===== src/rtl/apb_slave_mem_responder_if.sv =====
// APB4 completer-side bus bundle: request fields from the master, response back.
interface apb_slave_mem_responder_if #(
    parameter int ADDRESS_WIDTH = 32,
    parameter int DATA_WIDTH    = 32
);
    logic                      psel;
    logic                      penable;
    logic                      pwrite;
    logic [ADDRESS_WIDTH-1:0]  paddr;
    logic [DATA_WIDTH-1:0]     pwdata;
    logic [DATA_WIDTH/8-1:0]   pstrb;
    logic [2:0]                pprot;
    logic                      pready;
    logic [DATA_WIDTH-1:0]     prdata;
    logic                      pslverr;

    modport master (
        output psel, penable, pwrite, paddr, pwdata, pstrb, pprot,
        input  pready, prdata, pslverr
    );

    modport slave (
        input  psel, penable, pwrite, paddr, pwdata, pstrb, pprot,
        output pready, prdata, pslverr
    );
endinterface


===== src/rtl/apb_slave_mem_responder.sv =====
// APB4 completer backed by a small word memory, with programmable wait states,
// deterministic address/protection errors and a saturating error counter.
module apb_slave_mem_responder #(
    parameter int                       ADDRESS_WIDTH = 32,
    parameter int                       DATA_WIDTH    = 32,
    parameter int                       MEM_DEPTH     = 16,
    parameter logic [ADDRESS_WIDTH-1:0] BASE_ADDR     = '0,
    parameter bit                       SECURE_ONLY   = 1'b0
) (
    input  logic                     pclk,
    input  logic                     preset_n,
    apb_slave_mem_responder_if.slave apb,
    input  logic [3:0]               wait_states,
    output logic [15:0]              err_count
);
    localparam int BYTES      = DATA_WIDTH / 8;
    localparam int ALIGN_BITS = $clog2(BYTES);
    localparam int IDX_W      = $clog2(MEM_DEPTH);
    localparam logic [ADDRESS_WIDTH-1:0] MEM_BYTES  = ADDRESS_WIDTH'(MEM_DEPTH * BYTES);
    localparam logic [ADDRESS_WIDTH-1:0] ALIGN_MASK = ADDRESS_WIDTH'(BYTES - 1);

    typedef enum logic {IDLE, ACCESS} state_t;

    typedef struct packed {
        logic                  wr;
        logic [IDX_W-1:0]      idx;
        logic [DATA_WIDTH-1:0] wdata;
        logic [BYTES-1:0]      strb;
        logic                  err;
    } req_t;

    state_t                                state_q, state_d;
    logic [3:0]                            cnt_q;
    req_t                                  req_q;
    logic [DATA_WIDTH-1:0]                 prdata_q;
    logic [MEM_DEPTH-1:0][DATA_WIDTH-1:0]  mem_q;

    logic                     setup, done, abort, addr_err;
    logic [ADDRESS_WIDTH-1:0] offset;
    logic [IDX_W-1:0]         idx_d;
    logic                     unused_pprot;

    assign setup  = (state_q == IDLE) && apb.psel && !apb.penable;
    assign done   = (state_q == ACCESS) && (cnt_q == 4'd0) && apb.psel && apb.penable;
    assign abort  = (state_q == ACCESS) && !apb.psel;
    assign offset = apb.paddr - BASE_ADDR;
    assign idx_d  = IDX_W'(offset >> ALIGN_BITS);

    // The decision is taken once at setup, so the response stays fixed for the whole access phase.
    assign addr_err = (apb.paddr < BASE_ADDR) || (offset >= MEM_BYTES) ||
                      ((apb.paddr & ALIGN_MASK) != '0) ||
                      (SECURE_ONLY && apb.pprot[1]);

    assign unused_pprot = ^{apb.pprot[2], apb.pprot[0]};

    always_ff @(posedge pclk or negedge preset_n) begin
        if (!preset_n) state_q <= IDLE;
        else           state_q <= state_d;
    end

    always_comb begin
        state_d = state_q;
        case (state_q)
            IDLE:    if (setup) state_d = ACCESS;
            ACCESS:  if (abort || done) state_d = IDLE;
            default: state_d = IDLE;
        endcase
    end

    always_comb begin
        apb.pready = 1'b0;
        if (state_q == ACCESS && cnt_q == 4'd0) apb.pready = 1'b1;
    end

    assign apb.prdata  = prdata_q;
    assign apb.pslverr = req_q.err;

    always_ff @(posedge pclk or negedge preset_n) begin
        if (!preset_n) begin
            cnt_q     <= 4'd0;
            req_q     <= '0;
            prdata_q  <= '0;
            mem_q     <= '0;
            err_count <= 16'd0;
        end else begin
            if (setup) begin
                cnt_q <= wait_states;
                req_q <= '{wr: apb.pwrite, idx: idx_d, wdata: apb.pwdata,
                           strb: apb.pstrb, err: addr_err};
                if (!apb.pwrite) prdata_q <= addr_err ? '0 : mem_q[idx_d];
            end else if (state_q == ACCESS && cnt_q != 4'd0) begin
                cnt_q <= cnt_q - 4'd1;
            end
            // Commit on the completion edge so a back-to-back read sees the new data.
            if (done) begin
                if (req_q.wr && !req_q.err) begin
                    for (int b = 0; b < BYTES; b++)
                        if (req_q.strb[b]) mem_q[req_q.idx][b*8 +: 8] <= req_q.wdata[b*8 +: 8];
                end
                if (req_q.err && err_count != 16'hFFFF) err_count <= err_count + 16'd1;
            end
        end
    end
endmodule

===== src/flat_wrapper.sv =====
// flat-port wrapper written by rule: the top's interface ports become plain ports
module apb_slave_mem_responder_flat 
#(
    parameter int                       ADDRESS_WIDTH = 32,
    parameter int                       DATA_WIDTH    = 32,
    parameter int                       MEM_DEPTH     = 16,
    parameter logic [ADDRESS_WIDTH-1:0] BASE_ADDR     = '0,
    parameter bit                       SECURE_ONLY   = 1'b0
)
  (pclk, preset_n, wait_states, err_count, apb_psel, apb_penable, apb_pwrite, apb_paddr, apb_pwdata, apb_pstrb, apb_pprot, apb_pready, apb_prdata, apb_pslverr);
  apb_slave_mem_responder_if #(.ADDRESS_WIDTH(ADDRESS_WIDTH), .DATA_WIDTH(DATA_WIDTH)) apb_i ();
  input  logic pclk;
  input  logic preset_n;
  input  logic [3:0] wait_states;
  output logic [15:0] err_count;
  input wire logic [$bits(apb_i.psel)-1:0] apb_psel;
  input wire logic [$bits(apb_i.penable)-1:0] apb_penable;
  input wire logic [$bits(apb_i.pwrite)-1:0] apb_pwrite;
  input wire logic [$bits(apb_i.paddr)-1:0] apb_paddr;
  input wire logic [$bits(apb_i.pwdata)-1:0] apb_pwdata;
  input wire logic [$bits(apb_i.pstrb)-1:0] apb_pstrb;
  input wire logic [$bits(apb_i.pprot)-1:0] apb_pprot;
  output wire logic [$bits(apb_i.pready)-1:0] apb_pready;
  output wire logic [$bits(apb_i.prdata)-1:0] apb_prdata;
  output wire logic [$bits(apb_i.pslverr)-1:0] apb_pslverr;
  assign apb_i.psel = apb_psel;
  assign apb_i.penable = apb_penable;
  assign apb_i.pwrite = apb_pwrite;
  assign apb_i.paddr = apb_paddr;
  assign apb_i.pwdata = apb_pwdata;
  assign apb_i.pstrb = apb_pstrb;
  assign apb_i.pprot = apb_pprot;
  assign apb_pready = apb_i.pready;
  assign apb_prdata = apb_i.prdata;
  assign apb_pslverr = apb_i.pslverr;
  apb_slave_mem_responder #(.ADDRESS_WIDTH(ADDRESS_WIDTH), .DATA_WIDTH(DATA_WIDTH), .MEM_DEPTH(MEM_DEPTH), .BASE_ADDR(BASE_ADDR), .SECURE_ONLY(SECURE_ONLY)) u_core (.pclk(pclk), .preset_n(preset_n), .apb(apb_i), .wait_states(wait_states), .err_count(err_count));
endmodule

===== config.mk =====
export PLATFORM = sky130hd
export DESIGN_NAME = apb_slave_mem_responder_flat
export DESIGN_NICKNAME = d
export VERILOG_FILES = /design/src/rtl/apb_slave_mem_responder_if.sv /design/src/rtl/apb_slave_mem_responder.sv /design/src/flat_wrapper.sv
export SDC_FILE = /design/constraint.sdc
export NUM_CORES = 1
export LEC_CHECK = 0
export CORE_ASPECT_RATIO = 0.5
export CORE_MARGIN = 5
export CORE_UTILIZATION = 46
export CTS_BUF_LIST = sky130_fd_sc_hd__clkbuf_16
export DETAILED_ROUTE_END_ITERATION = 10
export GPL_ROUTABILITY_DRIVEN = 0
export PLACE_DENSITY = 0.7
export SYNTH_ARGS = -nofsm -noshare
export SYNTH_HDL_FRONTEND = slang
export SYNTH_SLANG_ARGS = --single-unit

===== constraint.sdc =====
create_clock -name pclk -period 4 [get_ports pclk]
set_clock_uncertainty 0.1 [all_clocks]
set_input_delay 1 -clock pclk [delete_from_list [all_inputs] [get_ports pclk]]
set_output_delay 1 -clock pclk [all_outputs]
set_load 0.01 [all_outputs]

### Word level (Yosys, flattened, before mapping)

Cells that the tools add are included.

| cells by class | value |
|---|---|
| add/sub/neg operators | 2 |
| order comparisons | 5 |
| eq/ne operators | 1 |
| muxes and demuxes | 31 |
| bitwise gates (word level) | 2 |
| reduce and logical (&&, ||, !) cells | 23 |

Operator list:

| kind | count |
|---|---|
| 2-to-1 mux 512 bit | 10 |
| bitwise mux 512 bit | 4 |
| demux 32 bit (select 4 bit) | 4 |
| binary-select mux 32 bit (select 4 bit) | 1 |
| 2-to-1 mux 32 bit | 3 |
| >= comparator 32 x 7 -> 1 bit (second input constant) | 1 |
| less-than comparator 32 x 1 -> 1 bit (second input constant) | 1 |
| nonzero test 32 bit | 1 |
| 2-to-1 mux 24 bit | 1 |
| adder 16 x 1 -> 16 bit (second input constant) | 1 |
| 2-to-1 mux 16 bit | 1 |
| inequality test 16 bit (second input constant) | 1 |
| logical AND 1 bit | 10 |
| less-than comparator 4 x 5 -> 1 bit (second input constant) | 2 |
| 2-to-1 mux 4 bit | 2 |
| 2-to-1 mux 8 bit | 1 |
| AND reduction 2 bit | 3 |
| >= comparator 4 x 1 -> 1 bit (second input constant) | 1 |
| logical NOT 4 bit | 1 |
| nonzero test 4 bit | 1 |
| subtractor 4 x 1 -> 4 bit (second input constant) | 1 |
| logical NOT 1 bit | 3 |
| logical OR 1 bit | 3 |
| 2-to-1 mux 1 bit | 3 |
| other kinds (3) | 4 |

| storage, ports and cells | value |
|---|---|
| flip-flop bits (word level) | 607 |
| input bits | 80 |
| output and inout port bits | 50 |
| logic and storage cells | 89 |

### Depth between registers and ports, before layout

Gate-level depths: netlist of the first run.

| depth | value |
|---|---|
| depth in word-level cells | 18 |
| gate-level depth with buffers | 8 |
| depth with buffers taken out | 6 |

### Worst setup path before layout of the first run

OpenSTA, ideal clock, no wires.

| path | value |
|---|---|
| path type | input-to-reg |
| start | in apb_paddr[2] |
| end | reg u_core.prdata_q[23] (netlist: u_core.apb.prdata[23]) |
| library setup time | 135 ps |
| arrival time | 2,317 ps |
| data required time | 3,765 ps |
| setup slack | 1,449 ps |
| stages on the path | 6 |
| path buffers | 3 |
| cells stage by stage | clkbuf_1 buf_4 buf_4 mux4_2 o22ai_1 o31ai_1 |

| between the ends | value |
|---|---|
| word-level cells in the longest chain between the ends | 4 |
| elaborated cells on any way between the ends | 7 |
| those cells by class | order compare: 2; mux: 3; reduce/logical: 2 |

Ends and longest elaborated chain:

| what | line | RTL |
|---|---|---|
| start, declared | flat_wrapper.sv:19 | `input wire logic [$bits(apb_i.paddr)-1:0] apb_paddr;` |
| less-than comparator 32 x 1 -> 1 bit or >= comparator 32 x 7 -> 1 bit (tied branches) | apb_slave_mem_responder.sv:50 | `assign addr_err = (apb.paddr < BASE_ADDR) \|\| (offset >= MEM_BYTES) \|\|` |
| logical OR 1 bit (2 in a row) | apb_slave_mem_responder.sv:50 |  |
| 2-to-1 mux 32 bit * | apb_slave_mem_responder.sv:90 | `if (!apb.pwrite) prdata_q <= addr_err ? '0 : mem_q[idx_d];` |
| end signal, assigned | apb_slave_mem_responder.sv:90 |  |
| end, declared | apb_slave_mem_responder.sv:35 | `logic [DATA_WIDTH-1:0] prdata_q;` |

Mark *: on every way between the ends. The rest lies on a longest branch, timed or not. The select of a mux whose other input is x is not followed.
A chain may end at the register's enable or synchronous reset.

### Worst setup path after layout of the first run

| path | value |
|---|---|
| start | reg u_core.cnt_q[0] |
| end | out apb_pready |

| between the ends | value |
|---|---|
| word-level cells in the longest chain between the ends | 3 |

Ends and longest elaborated chain:

| what | line | RTL |
|---|---|---|
| start, declared | apb_slave_mem_responder.sv:33 | `logic [3:0] cnt_q;` |
| start signal, assigned | apb_slave_mem_responder.sv:87 | `cnt_q <= wait_states;` |
| start signal, assigned | apb_slave_mem_responder.sv:92 | `cnt_q <= cnt_q - 4'd1;` |
| logical NOT 4 bit | apb_slave_mem_responder.sv:72 | `if (state_q == ACCESS && cnt_q == 4'd0) apb.pready = 1'b1;` |
| logical AND 1 bit | apb_slave_mem_responder.sv:72 |  |
| 2-to-1 mux 1 bit | apb_slave_mem_responder.sv:72 |  |
| end, declared | flat_wrapper.sv:23 | `output wire logic [$bits(apb_i.pready)-1:0] apb_pready;` |

No other way between the ends.

==> impl_metrics.ini, run 1 <==
[outcome]
status = complete, no violations

[cts]
cts_tree = yes
cts_hold_buf = 0
clock-root-buffer = clkbuf_16
post_cts_resize_count = 0
htreeDepth = 2
numCtsBuffers = 56
cts_num_sinks = 607
clk_pin_slew_ns = 0.06
cts_max_path_buffers = 3
clk_latency_ns = 0.58
post_cts_buffers = 0

[die]
die_area_um2 = 65600
io_pins = 130
coreArea_um2 = 59400
die_w_um = 357
rows = 63
die_h_um = 184
initial_core_util_pct = 46.7

[grt]
grt_antenna_before_repair = 0
grt_max_degree = 90
grt_use_total_pct = 19.9
grt_pass1_vias = 17000
grt_pass1_wl_mm = 102
overflow = 0

[synthesis]
synth_cells = 1851
ys_seq_area_share_pct = 54.8
ys_ff_latch = 607
synth_nets = 1934
yosysWarnings = 0
synth-edff-count = 0
synthArstFlopShare_pct = 100
syn_area_um2 = 27700
synth.distinct_cells = 50
syn_area_per_cell_um2 = 15.0
ys.flop_type = dfrtp_1

[timing]
hold_viol = 0
rsz0062_at_grt = no
maxSlewViolCount = 0
relSlewSlack_pct = 32.0
period_minus_slack_ns = 3.31
period_share_pct = 82.6
fin_ws_ns = 0.694
fmax_mhz = 302
setup_viol = 0
tns_ns = 0
tightest_slew_ns = 1.01

[placed_design]
hpwl_mm = 40.6
pre_cts_ws_ns = 0.446
io_buffers = 126
dp.cells = 2748

[worst_setup_path]
path_max_fanout = 6
cp_cell_sequence = inv_1 -> ha_1 -> and4bb_1 -> buf_4 -> clkdlybuf4s50_1
critPathMaxStageDelay_ns = 0.56
worst_setup_path_end_kind = output port
crit_slowest_cell = clkdlybuf4s50_1
worstPathRequired_ns = 2.90
cp.arrival_ns = 2.21
criticalPathCategory = reg2out
start_kind = flop

[route]
dr.pass1.iters = 6
ant_nets = 0
drt_wl_total_mm = 63.9
vias = 16200
drt_first_iter_violations = 1058
routedWlPerCell_um = 22.4
routed_via_density = 5.69
drc = 0

[finish]
instances_no_fill = 2852
drive_above_1_share_pct = 39.6
nets = 2077
areaGrowthSynthToFinish_pct = 15.5
final_util_pct = 53.9
num_antenna_cells = 0

[power]
ir_drop_uv = 326
p_per_area_nw_per_um2 = 401
leakage_nw = 16.0

[worst_hold_path]
hold_path_class = in2async

[flow_run]
maxCapViolCount = 0
sequential cells by signal, indices dropped and copies added, names as in the netlist:
register,count
u_core.apb.prdata,32
u_core.apb.pslverr,1
u_core.cnt_q,4
u_core.err_count,16
u_core.mem_q,512
u_core.req_q,41
u_core.state_q,1
synthesized netlist by cell type, types with 8 or more instances:
cell / n / area share (%)
mux2i_1: 128 / 4.6
o22ai_1: 32 / 0.72
clkbuf_1: 40 / 0.54
nand3_1: 15 / 0.27
nand2_1: 52 / 0.70
xor2_1: 11 / 0.35
nor2_1: 8 / 0.11
mux2_1: 49 / 2.0
a22oi_1: 65 / 1.8
a21oi_1: 30 / 0.54
nor2_2: 24 / 0.54
o31ai_1: 32 / 0.87
nor2_8: 40 / 2.9
mux4_2: 64 / 5.2
buf_2: 22 / 0.40
mux2_2: 508 / 21
dfrtp_1: 607 / 55
buf_1: 35 / 0.47
nor4_1: 8 / 0.18
logic make-up after synthesis:
family,Yosys count,synth area share (%)
flip-flops,607,54.8
XOR/XNOR,14,0.442
buffers and inverters,111,1.79
multiplexers,749,32.4
AND/OR/NAND/NOR,189,6.04
AO/OA/AOI/OAI,178,4.39
adder cells (fa/ha/maj),3,0.135
final timing paths:
path | start | end | slack, ns | cells past startpoint
worst max-delay path | u_core.cnt_q[0] | apb_pready | 0.69 | 5
worst min-delay path | preset_n | u_core.mem_q[356] | 0.30 | 1
worst max register to register | u_core.apb.pslverr | u_core.mem_q[15] | 1.44 | 5
worst min register to register | u_core.cnt_q[0] | u_core.cnt_q[0] | 0.37 | 1
max in group asynchronous | preset_n | u_core.mem_q[53] | 2.48 | 2
min in group pclk | u_core.cnt_q[0] | u_core.cnt_q[0] | 0.37 | 1
cells in the final DEF, fill, tap and decap left out, types with 5 or more instances in the layout:
master / count
a211oi_1: 6
a21boi_0: 5
a21oi_1: 30
a22oi_1: 65
buf_12: 13
buf_4: 54
bufinv_16: 6
clkbuf_16: 57
clkdlybuf4s50_1: 122
clkinv_1: 17
clkinv_2: 14
dfrtp_1: 607
inv_1: 9
mux2_1: 49
mux2_2: 508
mux2i_1: 128
mux4_2: 64
nand2_1: 52
nand3_1: 15
nand3_2: 5
nor2_1: 7
nor2_2: 24
nor2_8: 40
nor4_1: 8
o22ai_1: 32
o31ai_1: 32
xor2_1: 11
power breakdown:
group | switching, mW | internal [mW]
clock network | 2.32 | 2.97
logic | 0.534 | 0.367
registers | 0.394 | 6.25
routing by layer:
layer	global-route usage [%]	share of wire (%)
met1	28.8	47
met2	32.5	48
met3	2.77	3.5
met4	4.32	1.9
met5	0	0
final cells by class:
| type | instances | area [um2] |
|---|---|---|
| fillers | 4922 | 27400 |
| clock inverters | 47 | 373 |
| multi-input cells | 1133 | 12100 |
| well taps | 812 | 1020 |
| inverters | 4 | 15.0 |
| flip-flops and latches | 607 | 15200 |
| clock buffers | 57 | 1430 |
| repair buffers | 192 | 1920 |
stage by stage:
step           instance area (um2)  hold slack [ns]  power (mW)
6_report                     32000            0.304        12.8
5_1_grt                      32000            0.341        13.3
4_1_cts                      32000            0.321        13.0
3_5_place_dp                 30200            0.362        7.67
3_3_place_gp                 30200            0.361        7.66
2_1_floorplan                27700            0.337        7.14
critical path: cells and delay by family, from the launching register on:
kind,cells,cell delay (ns)
AND/OR/NAND/NOR,1,0.19
flip-flops,1,0.37
buffers and inverters,3,0.90
adder cells (fa/ha/maj),1,0.17
No activity file was read; power rests on OpenSTA's default activity.
==> inputs of run 2 (changes only) <==
- clock period: 4 -> 3.2 ns (I/O delays scaled with it)
==> impl_metrics.ini, run 2 (synthesis results as in run 1) <==
[outcome]
status = complete, no violations

[die]
die_w_um = 357
die_area_um2 = 65600
initial_core_util_pct = 46.7
rows = 63
die_h_um = 184
io_pins = 130
coreArea_um2 = 59400

[route]
routed_via_density = 5.69
dr_wl_met2_mm = 29.9
routed.top_layer = met4
vias = 16300
wl_met3_mm = 2.50
drc = 0
drt_wl_total_mm = 63.8
drt_first_iter_violations = 1003
ant_nets = 0
routedWlPerCell_um = 22.2
wl_met1_mm = 30.3
dr.pass1.iters = 6

[cts]
clk_pin_slew_ns = 0.06
clock-root-buffer = clkbuf_16
cts_num_sinks = 607
post_cts_buffers = 0
htreeDepth = 2
cts_tree = yes
numCtsBuffers = 56
clk_latency_ns = 0.59
cts_max_path_buffers = 3

[finish]
drive_above_1_share_pct = 40.1
layout_commonest_cell = dfrtp_1
num_antenna_cells = 0
areaGrowthSynthToFinish_pct = 16.1
layout_common_cells = dfrtp_1, mux2_2, mux2i_1, clkdlybuf4s50_1, buf_4
largest_register_ffs = 512
fin_area_um2 = 32200
nets = 2102
final_util_pct = 54.2
nFillCells = 4833
regMostFlops = u_core.mem_q

[timing]
setup_viol = 0
fin_ws_ns = 0.145
rsz0062_at_grt = no
hold_viol = 0
fmax_mhz = 327
tightest_slew_ns = 0.894
maxSlewViolCount = 0
period_share_pct = 95.5
tns_ns = 0
relSlewSlack_pct = 40.3
period_minus_slack_ns = 3.06

[worst_setup_path]
worstPathRequired_ns = 2.30
cp.arrival_ns = 2.16
start_kind = flop
path_max_fanout = 5
criticalPathCategory = reg2out
worst_setup_path_end_kind = output port

[power]
power_frac_clock_pct = 40.2
pwr-share-seq_pct = 52.5
p_per_area_nw_per_um2 = 492
p_int_mw = 11.8
switching_share_pct = 25.4
p_sw_mw = 4.02
pwr-share-comb_pct = 7.4
leakage_nw = 16.2
ir_drop_uv = 431

[placed_design]
io_buffers = 126
hpwl_mm = 41.9
pre_cts_ws_ns = 0.159
place_area_um2 = 30500

[grt]
grt_use_total_pct = 19.9
grt_max_degree = 75
grt_antenna_before_repair = 0
overflow = 0
grt_pass1_vias = 17400
grt_pass1_wl_mm = 103

[flow_run]
maxCapViolCount = 0

[worst_hold_path]
hold_path_class = in2async
## run 2: power groups by stage
stage               logic [mW]  clock network, mW  registers, mW
CTS                       1.18               6.50           8.30
global placement          1.16                  0           8.44
global route              1.28               6.82           8.35
detailed placement        1.18                  0           8.44
finish                    1.17               6.37           8.31
floorplan                0.793                  0           8.14
## run 2: per-stage QoR
stage | instances | power [mW] | hold slack (ns)
after floorplan | 1851 | 8.93 | 0.337
after global placement | 2773 | 9.59 | 0.361
after detailed placement | 2773 | 9.62 | 0.363
after CTS | 2868 | 16.0 | 0.122
after global routing | 2868 | 16.5 | 0.134
final | 2868 | 15.8 | 0.111
## run 2: path summary, 6_finish.rpt
path | startpoint | end | slack, ns | cells past startpoint
max in group asynchronous | preset_n | u_core.mem_q[188] | 2.01 | 2
setup reg to reg | u_core.req_q[38] | u_core.mem_q[347] | 0.77 | 4
min in group pclk | u_core.cnt_q[0] | u_core.cnt_q[0] | 0.37 | 1
hold / removal | preset_n | u_core.mem_q[292] | 0.11 | 1
hold reg to reg | u_core.cnt_q[0] | u_core.cnt_q[0] | 0.37 | 1
setup / recovery | u_core.cnt_q[0] | apb_pready | 0.14 | 4
## run 2: layout make-up
class	instances	area, um2	share of cell area [%]
Clock buffer	57	1430	4.43
Clock inverter	38	273	0.847
Inverter	4	15.0	0.0466
Multi-Input combinational cell	1133	12100	37.5
Sequential cell	607	15200	47.2
Tap cell	812	1020	3.15
Timing Repair Buffer	217	2200	6.82
## run 2: timing repair
| action | 4_1_cts | 5_1_grt |
|---|---|---|
| resized for setup | 1 | 1 |
| hold buffers | 0 | 0 |
| setup endpoints to repair | 1 | 1 |
## run 2: worst max-delay path: stages, from the launching register on
cell and delay (ns):
dfrtp_1 0.37, inv_1 0.11, ha_1 0.18, and4bb_4 0.35, clkdlybuf4s50_1 0.57
## run 2: layer usage
metal  vias up  track usage (%)
li1       7233                -
met1      8725             29.3
met2       268             32.0
met3        85             2.63
met4         0             3.91
met5         -                0
==> inputs of run 3 (changes only) <==
- CORE_UTILIZATION: 46 -> 53
- PLACE_DENSITY: 0.7 -> 0.78
==> impl_metrics.ini, run 3 (synthesis results as in run 1) <==
[outcome]
status = complete, no violations

[worst_setup_path]
path_max_fanout = 4
criticalPathCategory = reg2out
worstRegToRegCells = 9
start_kind = flop
worst_setup_path_end_kind = output port
worstPathRequired_ns = 2.30
cp.arrival_ns = 2.12

[route]
vias = 16400
drt_first_iter_violations = 1249
dr.pass1.iters = 5
drc = 0
routed_via_density = 5.93
routedWlPerCell_um = 22.5
drt_wl_total_mm = 62.1
ant_nets = 0

[power]
ir_drop_uv = 382
power_mw = 15.9
leakage_nw = 16.2
p_per_area_nw_per_um2 = 496

[worst_hold_path]
hold_path_class = in2async

[timing]
fin_ws_ns = 0.176
hold_viol = 0
rsz0062_at_grt = no
tightest_slew_ns = 0.856
period_minus_slack_ns = 3.02
maxSlewViolCount = 0
setup_viol = 0
relSlewSlack_pct = 42.8
holdWs_ns = 0.0328
tns_ns = 0
period_share_pct = 94.5
fmax_mhz = 331

[die]
io_pins = 130
die_h_um = 172
coreArea_um2 = 51900
rows = 59
initial_core_util_pct = 53.4
die_w_um = 334
die_area_um2 = 57300

[cts]
numCtsBuffers = 54
htreeDepth = 2
post_cts_resize_count = 0
clock-root-buffer = clkbuf_16
cts_hold_buf = 0
cts_tree = yes
post_cts_buffers = 0
clk_pin_slew_ns = 0.06
cts_num_sinks = 607
clk_latency_ns = 0.60
cts_max_path_buffers = 3

[grt]
grt_pass1_wl_mm = 100
grt_use_total_pct = 22.0
grt_pass1_vias = 17300
grt_max_degree = 68
grt_antenna_before_repair = 0
overflow = 0

[finish]
largest_register_ffs = 512
nets = 2093
fin_area_um2 = 32100
layout_common_cells = dfrtp_1, mux2_2, mux2i_1, clkdlybuf4s50_1, a22oi_1
num_antenna_cells = 0
drive_above_1_share_pct = 40.0
regMostFlops = u_core.mem_q
layout_commonest_cell = dfrtp_1
areaGrowthSynthToFinish_pct = 15.8

[flow_run]
maxCapViolCount = 0

[placed_design]
pre_cts_ws_ns = 0.209
hpwl_mm = 40.9
place_area_um2 = 30300
io_buffers = 126
[run 3: cell count changes in the layout (fill, tap and decap cells not counted), moves of 3 or more]
cell / previous run / this run
inv_1: 16 / 20
clkinv_2: 9 / 12
buf_12: 20 / 24
buf_4: 72 / 61
clkinv_1: 10 / 7
[run 3: per-layer routing]
layer | wire, um | vias to the layer above | part of all wire [%] | track usage (%)
met4 | 1120 | 0 | 1.8 | 4.69
met5 | 0 | - | 0 | 0
met2 | 29600 | 320 | 48 | 36.1
li1 | - | 7216 | - | -
met1 | 28300 | 8739 | 46 | 32.0
met3 | 2970 | 80 | 4.8 | 3.20
[run 3: worst max-delay path, cell delays in order (launching register included)]
cell and delay, ns:
dfrtp_1 0.37, inv_1 0.11, ha_1 0.17, and4bb_1 0.31, clkdlybuf4s50_1 0.58
[run 3: where the power goes]
part | switching, mW | internal [mW] | leakage (nW)
clock network | 2.88 | 3.61 | 0.928
registers | 0.478 | 7.82 | 8.38
logic | 0.665 | 0.477 | 6.88
total | 4.02 | 11.9 | 16.2
[run 3: worst paths after layout]
kind,from,slack [ns],to
worst max-delay path,u_core.cnt_q[0],0.18,apb_pready
worst min-delay path,preset_n,0.03,u_core.req_q[9]
worst max register to register,u_core.cnt_q[0],0.74,u_core.mem_q[495]
worst min register to register,u_core.cnt_q[0],0.37,u_core.cnt_q[0]
max in group asynchronous,preset_n,2.13,u_core.mem_q[344]
min in group pclk,u_core.cnt_q[0],0.37,u_core.cnt_q[0]
[run 3: final cells by class]
| cell class | count | area [um2] |
|---|---|---|
| timing repair buffer | 210 | 2190 |
| clock buffer | 55 | 1380 |
| multi-input combinational | 1133 | 12100 |
| clock inverter | 47 | 392 |
| tap | 701 | 877 |
| sequential | 607 | 15200 |
| inverter | 4 | 15.0 |
| fill | 3820 | 19800 |
[run 3: metrics by stage]
step / utilization (%) / instances
global route: 61.9 / 2757
global placement: 58.5 / 2655
floorplan: - / 1851
finish: 61.9 / 2757
detailed placement: 58.5 / 2655
CTS: 61.9 / 2757
